File: config.mk
export PLATFORM = sky130hd
export DESIGN_NAME = hv_stream_unpack
export DESIGN_NICKNAME = d
export VERILOG_FILES = /design/src/rtl/hv_stream_unpack.sv
export SDC_FILE = /design/constraint.sdc
export NUM_CORES = 2
export LEC_CHECK = 0
export ABC_AREA = 1
export CAP_MARGIN = 20
export CORE_AREA = 4 4 611 613
export CTS_BUF_LIST = sky130_fd_sc_hd__clkbuf_4
export DETAILED_ROUTE_END_ITERATION = 10
export DIE_AREA = 0 0 615 617
export GPL_ROUTABILITY_DRIVEN = 0
export HOLD_SLACK_MARGIN = 0.12
export MAX_ROUTING_LAYER = met4
export PLACE_DENSITY = 0.3
export SYNTH_ARGS = -nofsm -noshare
export SYNTH_HDL_FRONTEND = slang
export SYNTH_SLANG_ARGS = --single-unit
File: constraint.sdc
create_clock -name clk -period 1.63 [get_ports clk]
set_input_delay 0.326 -clock clk [delete_from_list [all_inputs] [get_ports clk]]
set_output_delay 0.326 -clock clk [all_outputs]
set_load 0.005 [all_outputs]
File: src/rtl/hv_stream_unpack.sv
// Reassembles 512-bit stream beats into hypervectors and deals them
// round-robin to a bank of cores, one load strobe per vector.
module hv_stream_unpack #(
  parameter int DIM     = 1023,
  parameter int CORENUM = 8
) (
  input  logic               clk,
  input  logic               rst,
  input  logic               src_v,
  input  logic [511:0]       src_d,
  input  logic               src_last,
  output logic               src_ready,
  input  logic [CORENUM-1:0] core_ready,
  output logic [DIM:0]       core_hv,
  output logic [CORENUM-1:0] core_load,
  output logic               done,
  output logic [15:0]        vec_count,
  output logic               err
);

  localparam int BEATS = (DIM + 1) / 512;
  localparam int KW = (BEATS > 1) ? $clog2(BEATS) : 1;
  localparam int PW = (CORENUM > 1) ? $clog2(CORENUM) : 1;

  localparam logic [KW-1:0] K_LAST = KW'(BEATS - 1);
  localparam logic [PW-1:0] P_LAST = PW'(CORENUM - 1);

  localparam logic [1:0] FILL     = 2'd0;
  localparam logic [1:0] DISPATCH = 2'd1;
  localparam logic [1:0] DONE     = 2'd2;

  logic [1:0]    state;
  logic [KW-1:0] k;
  logic [PW-1:0] ptr;
  logic          last_q;
  logic          accept;
  logic          last_beat;
  logic          fire;

  // Outputs are forced quiet while reset is held low.
  assign src_ready = rst && (state == FILL);
  assign accept    = src_v && src_ready;
  assign last_beat = accept && (k == K_LAST);
  assign done      = (state == DONE);

  always_comb begin
    core_load = '0;
    if (rst && (state == DISPATCH) && core_ready[ptr]) begin
      core_load[ptr] = 1'b1;
    end
  end

  assign fire = |core_load;

  always_ff @(posedge clk or negedge rst) begin
    if (!rst) begin
      state <= FILL;
    end else begin
      case (state)
        FILL: begin
          if (last_beat) state <= DISPATCH;
        end
        DISPATCH: begin
          if (fire) state <= last_q ? DONE : FILL;
        end
        DONE:    state <= FILL;
        default: state <= FILL;
      endcase
    end
  end

  always_ff @(posedge clk or negedge rst) begin
    if (!rst) begin
      k      <= '0;
      last_q <= 1'b0;
      err    <= 1'b0;
    end else begin
      if (accept) begin
        k <= (k == K_LAST) ? '0 : k + KW'(1);
      end
      if (last_beat) begin
        last_q <= src_last;
      end else if (state == DONE) begin
        last_q <= 1'b0;
      end
      // A job end flagged mid-vector is a framing error; it stays
      // visible until reset so software can spot it after the job.
      if (accept && src_last && (k != K_LAST)) begin
        err <= 1'b1;
      end
    end
  end

  always_ff @(posedge clk or negedge rst) begin
    if (!rst) begin
      ptr       <= '0;
      vec_count <= '0;
    end else if (state == DONE) begin
      ptr       <= '0;
      vec_count <= '0;
    end else if (fire) begin
      ptr       <= (ptr == P_LAST) ? '0 : ptr + PW'(1);
      vec_count <= vec_count + 16'd1;
    end
  end

  always_ff @(posedge clk or negedge rst) begin
    if (!rst) begin
      core_hv <= '0;
    end else if (accept) begin
      for (int b = 0; b < BEATS; b++) begin
        if (k == KW'(b)) core_hv[512*b +: 512] <= src_d;
      end
    end
  end

endmodule

After elaboration in Yosys (flattened, before gate mapping)
Cells that the tools add are included.
{"block": "word_totals", "elab_cells": 51, "register_bits": 1048, "rom_bits": 0, "in_bits": 524, "ramBits": 0, "mem_count": 0, "out_inout_bits": 1051, "latch_bits": 0}
{"block": "classes", "mux": 17, "div": 0, "n_shift": 0, "addsub": 3, "reduce_logical": 15, "magnitude_cmp": 2, "n_eq_ne": 5, "n_mul": 0, "bitwise_logic": 1}
{"cell": "$mux W16", "n": 2}
{"cell": "$add A16 B1 Y16 const B", "n": 1}
{"cell": "$mux W3", "n": 3}
{"cell": "$logic_and A1 B1 Y1", "n": 8}
{"cell": "$mux W8", "n": 1}
{"cell": "$reduce_or A8 Y1", "n": 1}
{"cell": "$mux W2", "n": 3}
{"cell": "$reduce_and A2 Y1", "n": 3}
{"cell": "$mux W1", "n": 5}
{"cell": "$lt A3 B4 Y1 const B", "n": 1}
{"cell": "$ne A2 B2 Y1 const B", "n": 2}
{"cell": "$pmux W2 S2", "n": 1}
{"cell": "$reduce_bool A2 Y1", "n": 2}
{"cell": "$add A3 B1 Y3 const B", "n": 1}
{"cell": "$bmux W1 S3", "n": 1}
{"cell": "$demux W1 S3", "n": 1}
{"cell": "$eq A3 B3 Y1 const B", "n": 1}
{"cell": "$ge A3 B1 Y1 const B", "n": 1}
{"cell": "$eq A2 B1 Y1 const B", "n": 1}
{"cell": "$eq A2 B2 Y1 const B", "n": 1}
{"cell": "$logic_not A2 Y1", "n": 1}
{"cell": "$add A1 B1 Y1 const B", "n": 1}
{"cell": "$not A1 Y1", "n": 1}

Logic depth before layout (Yosys ltp)
{"block": "depth", "depth_word": 8, "depth_mapped": 11, "mapped_depth_nobuf": 10}

Worst setup path after synthesis
OpenSTA, ideal clock, no wires.
{"block": "synth_timing", "path_kind": "flip-flop to output port", "start": "reg ptr[1]", "end": "out core_load[4]", "n_path_buf": 2, "required_time_ns": 1.304, "setup_slack_ns": 0.014, "arrival_ns": 1.290, "stages_incl_launch_ff": 10, "path_cell_list": "dfrtp_1 > buf_2 > nor2_1 > nand2_1 > nor2_1 > nor2_1 > nand2_1 > nand2_1 > buf_2 > nor3_1"}
{"block": "synth_via", "elab_chain_len": 5, "word_cells_on_any_way": 9, "cone_classes": "order compare: 2; mux: 5; reduce/logical: 2"}
{"element": "start, declared", "line": "34", "rtl": "logic [PW-1:0] ptr;"}
{"element": "start signal, assigned", "line": "102", "rtl": "ptr <= (ptr == P_LAST) ? '0 : ptr + PW'(1);"}
{"element": "$lt A3 B4 Y1 (not written as such) or $ge A3 B1 Y1 (tied branches)", "line": "49", "rtl": "core_load[ptr] = 1'b1;"}
{"element": "$logic_and A1 B1 Y1 (not written as such)", "line": "49"}
{"element": "$mux W1 (not written as such)", "line": "49"}
{"element": "$demux W1 S3", "line": "49"}
{"element": "$mux W8 (*)", "line": "48", "rtl": "if (rst && (state == DISPATCH) && core_ready[ptr]) begin"}
{"element": "end, declared", "line": "15", "rtl": "output logic [CORENUM-1:0] core_load,"}
Every way passes the cells marked *; elsewhere a longest branch is shown, timed or not. The select of a mux whose other input is x is not followed.

Worst setup path after layout
{"block": "layout_timing", "start": "reg ptr[2]", "end": "out core_load[0]"}
Same word-level chain as after synthesis.

==> impl_results.md <==
- Sequential-to-total area share from yosys stat: 65.70%
- CTS tree: built
- Initial core utilization: 10.85%
- Peak supply drop: 0.6515 mV
- Core area: 0.3680 sq mm
- IO Count: 1575
- Fmax: 323.1 MHz
- Post-Syn Instances: 4573
- Flops & latches, synth: 1048
- Final WL: 308.2 mm
- Clock Path Buffers: 4
- Compound-Gate Fraction of Synth Area: 0.1379%
- Vias in the first global route: 45681
- PortBufs: 1574
- Leakage: 40.04 nW
- Via density: 3.411
- Min-Delay Path Class: input port to flip-flop
- Cell variety after synth: 19
- Failing checks: setup timing
- Pins Over Slew Limit: 0
- Adder-cell share of the synthesized area: 0.09404%
- # rows: 223
- Die extent in x: 615 microns
- Layout area overhead: 98.21%
- Clock-pin slew on the worst setup and hold paths: 0.06 ns
- Total gr overflow: 0
- DRC: 0
- Cell area after layout: 0.07911 sq mm
- Total global-route track usage: 15.85%
- Worst slew margin: 23.92%
- Finish-stage setup viols: 2362
- Drt wl/cell: 23.72 microns
- Mapped Area: 0.03991 sq mm
- Most common flop cell mapped by yosys: dfrtp_1
- Setup TNS: -956.82 ns
- Non-filler cells, final: 12994
- Initial antenna violation count: 195
- Drt first pass iters: 5
- Placed Area: 0.06309 sq mm
- Clock skew: 0.1007 ns
- Outcome: finished with violations
- Main combinational cell family by area after synthesis: simple AND/OR/NAND/NOR gates
- Crit Path Class: flip-flop to output pin
- ANT nets after route: 0
- Share of cells above drive strength 1: 29.07%
- Largest net degree at the start of global routing: 153
- Synth top area share: 65.70%
- Fraction of registers with async set/reset: 100.0%
- Crit path arrival time: 2.77 ns
- Placed insts: 10975
- Vias post-DR: 44319
- Simple-gate portion of the synthesized area: 30.86%
- Detailed Place HPWL: 242.9 mm
- Power per cell area: 1722 mW/mm^2
- Worst skew pair latency: 1.30 ns
- CP required: 1.30 ns
- Highest net fanout along the worst path: 4
- Total CTS buffers: 346
- Xor/xnor share of the synthesized area: 0.08777%
- Final hold violations: 0
- Worst slew pin tran: 1.141 ns
- Commonest cells in the netlist: 3152 x nand2_1, 1048 x dfrtp_1, 215 x buf_2
- Worst hold slack: 0.2589 ns
- Min cycle time layout: 3.095 ns
- RSZ-0062 raised after global routing: true
- Count leader, synth: nand2_1
- Tcrit/Tclk final: 189.9%
- Top cells by area, synth: dfrtp_1 66%, nand2_1 30%, buf_2 2.7%, nand3_1 0.43%, nor2_1 0.37%
- Post-synthesis average cell area: 8.728 sq um
- Die ar.: 0.3795 sq mm
- Root Driver: clkbuf_4
- Die Y: 617 microns
- First-pass GRT wire length: 406.4 mm
- Startpoint Class: flip-flop
- Synth area leader: dfrtp_1
- Final worst setup slack: -1.465 ns
- Mapped Nets: 5100
- Yosys Warn Count: 0
- Final Power: 136.2 mW
- H-tree depth: 5
- CTS Sinks: 1048
- Crit. End Element: output pin
- Maxcap violations: 0
- # nets final: 8355
- Mux share of post-synthesis cell area: 0%
- Starting DRT DRC Count: 2503
- EDFF count, synth: 0
-- report_power, final --
group	total [mW]	internal (mW)	switching, mW
combinational	61.2	31.9	29.3
sequential	46.8	38.0	8.76
clock	28.3	14.7	13.6
total	136	84.6	51.6
-- cell families after synthesis --
family,Yosys count
flops,1048
fa+ha+maj,3
xor+xnor,4
compound gates,8
simple gates,3250
buf+inv,260
-- repair_timing --
action,in CTS,in global routing
pin swaps,7,10
endpoints found under the hold margin,2085,0
hold buffers,858,0
gates resized for setup,5009,259
setup endpoints to repair,2097,2390
buffers inserted,286,195
gates cloned,0,10
-- per-stage QoR --
| stage | setup slack, ns | utilization (%) |
|---|---|---|
| final | -1.465 | 21.50 |
| after global routing | -1.801 | 21.48 |
| after CTS | -1.732 | 20.97 |
| after detailed placement | -0.8740 | 17.14 |
| after global placement | -1.009 | 17.14 |
| after floorplan | 0.01426 | - |
-- critical path: stages, from the launching register on --
cell and delay [ns]:
dfrtp_2 0.45, inv_2 0.10, buf_6 0.11, nand4_1 0.08
nand2_1 0.10, nor2_2 0.05, nand2_2 0.09, nand2_4 0.07
buf_6 0.12, buf_6 0.11, nor2_4 0.08, buf_2 0.11
-- layout by cell type, fill, tap and decap left out, types with 3 or more instances in the layout --
| cell | Yosys | routed |
|---|---|---|
| nand2_1 | 3152 | 3143 |
| dfrtp_1 | 1048 | 1011 |
| dlygate4sd3_1 | 0 | 858 |
| buf_6 | 0 | 648 |
| buf_4 | 0 | 620 |
| clkdlybuf4s50_1 | 0 | 522 |
| clkbuf_4 | 0 | 482 |
| buf_2 | 215 | 313 |
| diode_2 | 0 | 118 |
| clkbuf_2 | 0 | 94 |
| buf_12 | 0 | 66 |
| clkinv_1 | 0 | 51 |
| dfrtp_2 | 0 | 37 |
| nand3_1 | 34 | 33 |
| nor2_1 | 39 | 28 |
| inv_1 | 23 | 21 |
| nand4_1 | 19 | 19 |
| clkbuf_16 | 0 | 11 |
| bufinv_16 | 0 | 8 |
| nor2_4 | 1 | 7 |
| nor2_2 | 1 | 6 |
| o21bai_1 | 6 | 6 |
| buf_16 | 0 | 6 |
| inv_2 | 2 | 5 |
| nand2_2 | 1 | 5 |
| nand2_4 | 0 | 5 |
| inv_6 | 0 | 5 |
| clkinvlp_4 | 0 | 4 |
| xor2_1 | 3 | 3 |
| ha_1 | 3 | 3 |
| clkinv_2 | 0 | 3 |
| buf_8 | 0 | 3 |
-- path summary, 6_finish.rpt --
| path | startpoint | end | slack [ns] | depth (start not counted) |
|---|---|---|---|---|
| min reg2reg | last_q$_DFFE_PN0P_ | state[1]$_DFFE_PN0P_ | 0.44 | 2 |
| min in group asynchronous | rst | vec_count[3]$_DFFE_PN0P_ | 0.38 | 5 |
| max reg2reg | state[1]$_DFFE_PN0P_ | core_hv[291]$_DFFE_PN0P_ | -0.51 | 11 |
| max in group asynchronous | rst | core_hv[247]$_DFFE_PN0P_ | -0.36 | 6 |
| min | rst | k$_DFFE_PN0N_ | 0.26 | 8 |
| max | ptr[2]$_DFFE_PN0P_ | core_load[0] | -1.46 | 11 |
-- final cells by class --
class | count | area [sq um]
Fill cell | 41090 | 288900
Timing Repair Buffer | 3142 | 29620
Sequential cell | 1048 | 26270
Multi-Input combinational cell | 3265 | 12570
Tap cell | 4837 | 6052
Clock buffer | 482 | 3618
Clock inverter | 77 | 570.5
Antenna cell | 118 | 295.3
Inverter | 25 | 118.9
-- registers in the layout, indices dropped and copies added, names as in the netlist --
register,cells
err,1
vec_count,16
core_hv,1024
last_q,1
k,1
ptr,3
state,2
-- routing by layer --
layer | global-route usage, % | routed length, microns | up-vias
li1 | - | - | 20689
met1 | 18.52 | 126700 | 21554
met2 | 26.80 | 152000 | 1699
met3 | 4.936 | 23600 | 377
met4 | 3.098 | 5893 | 0
met5 | - | 0 | -
Note: power is estimated with default switching activity, not from simulation.
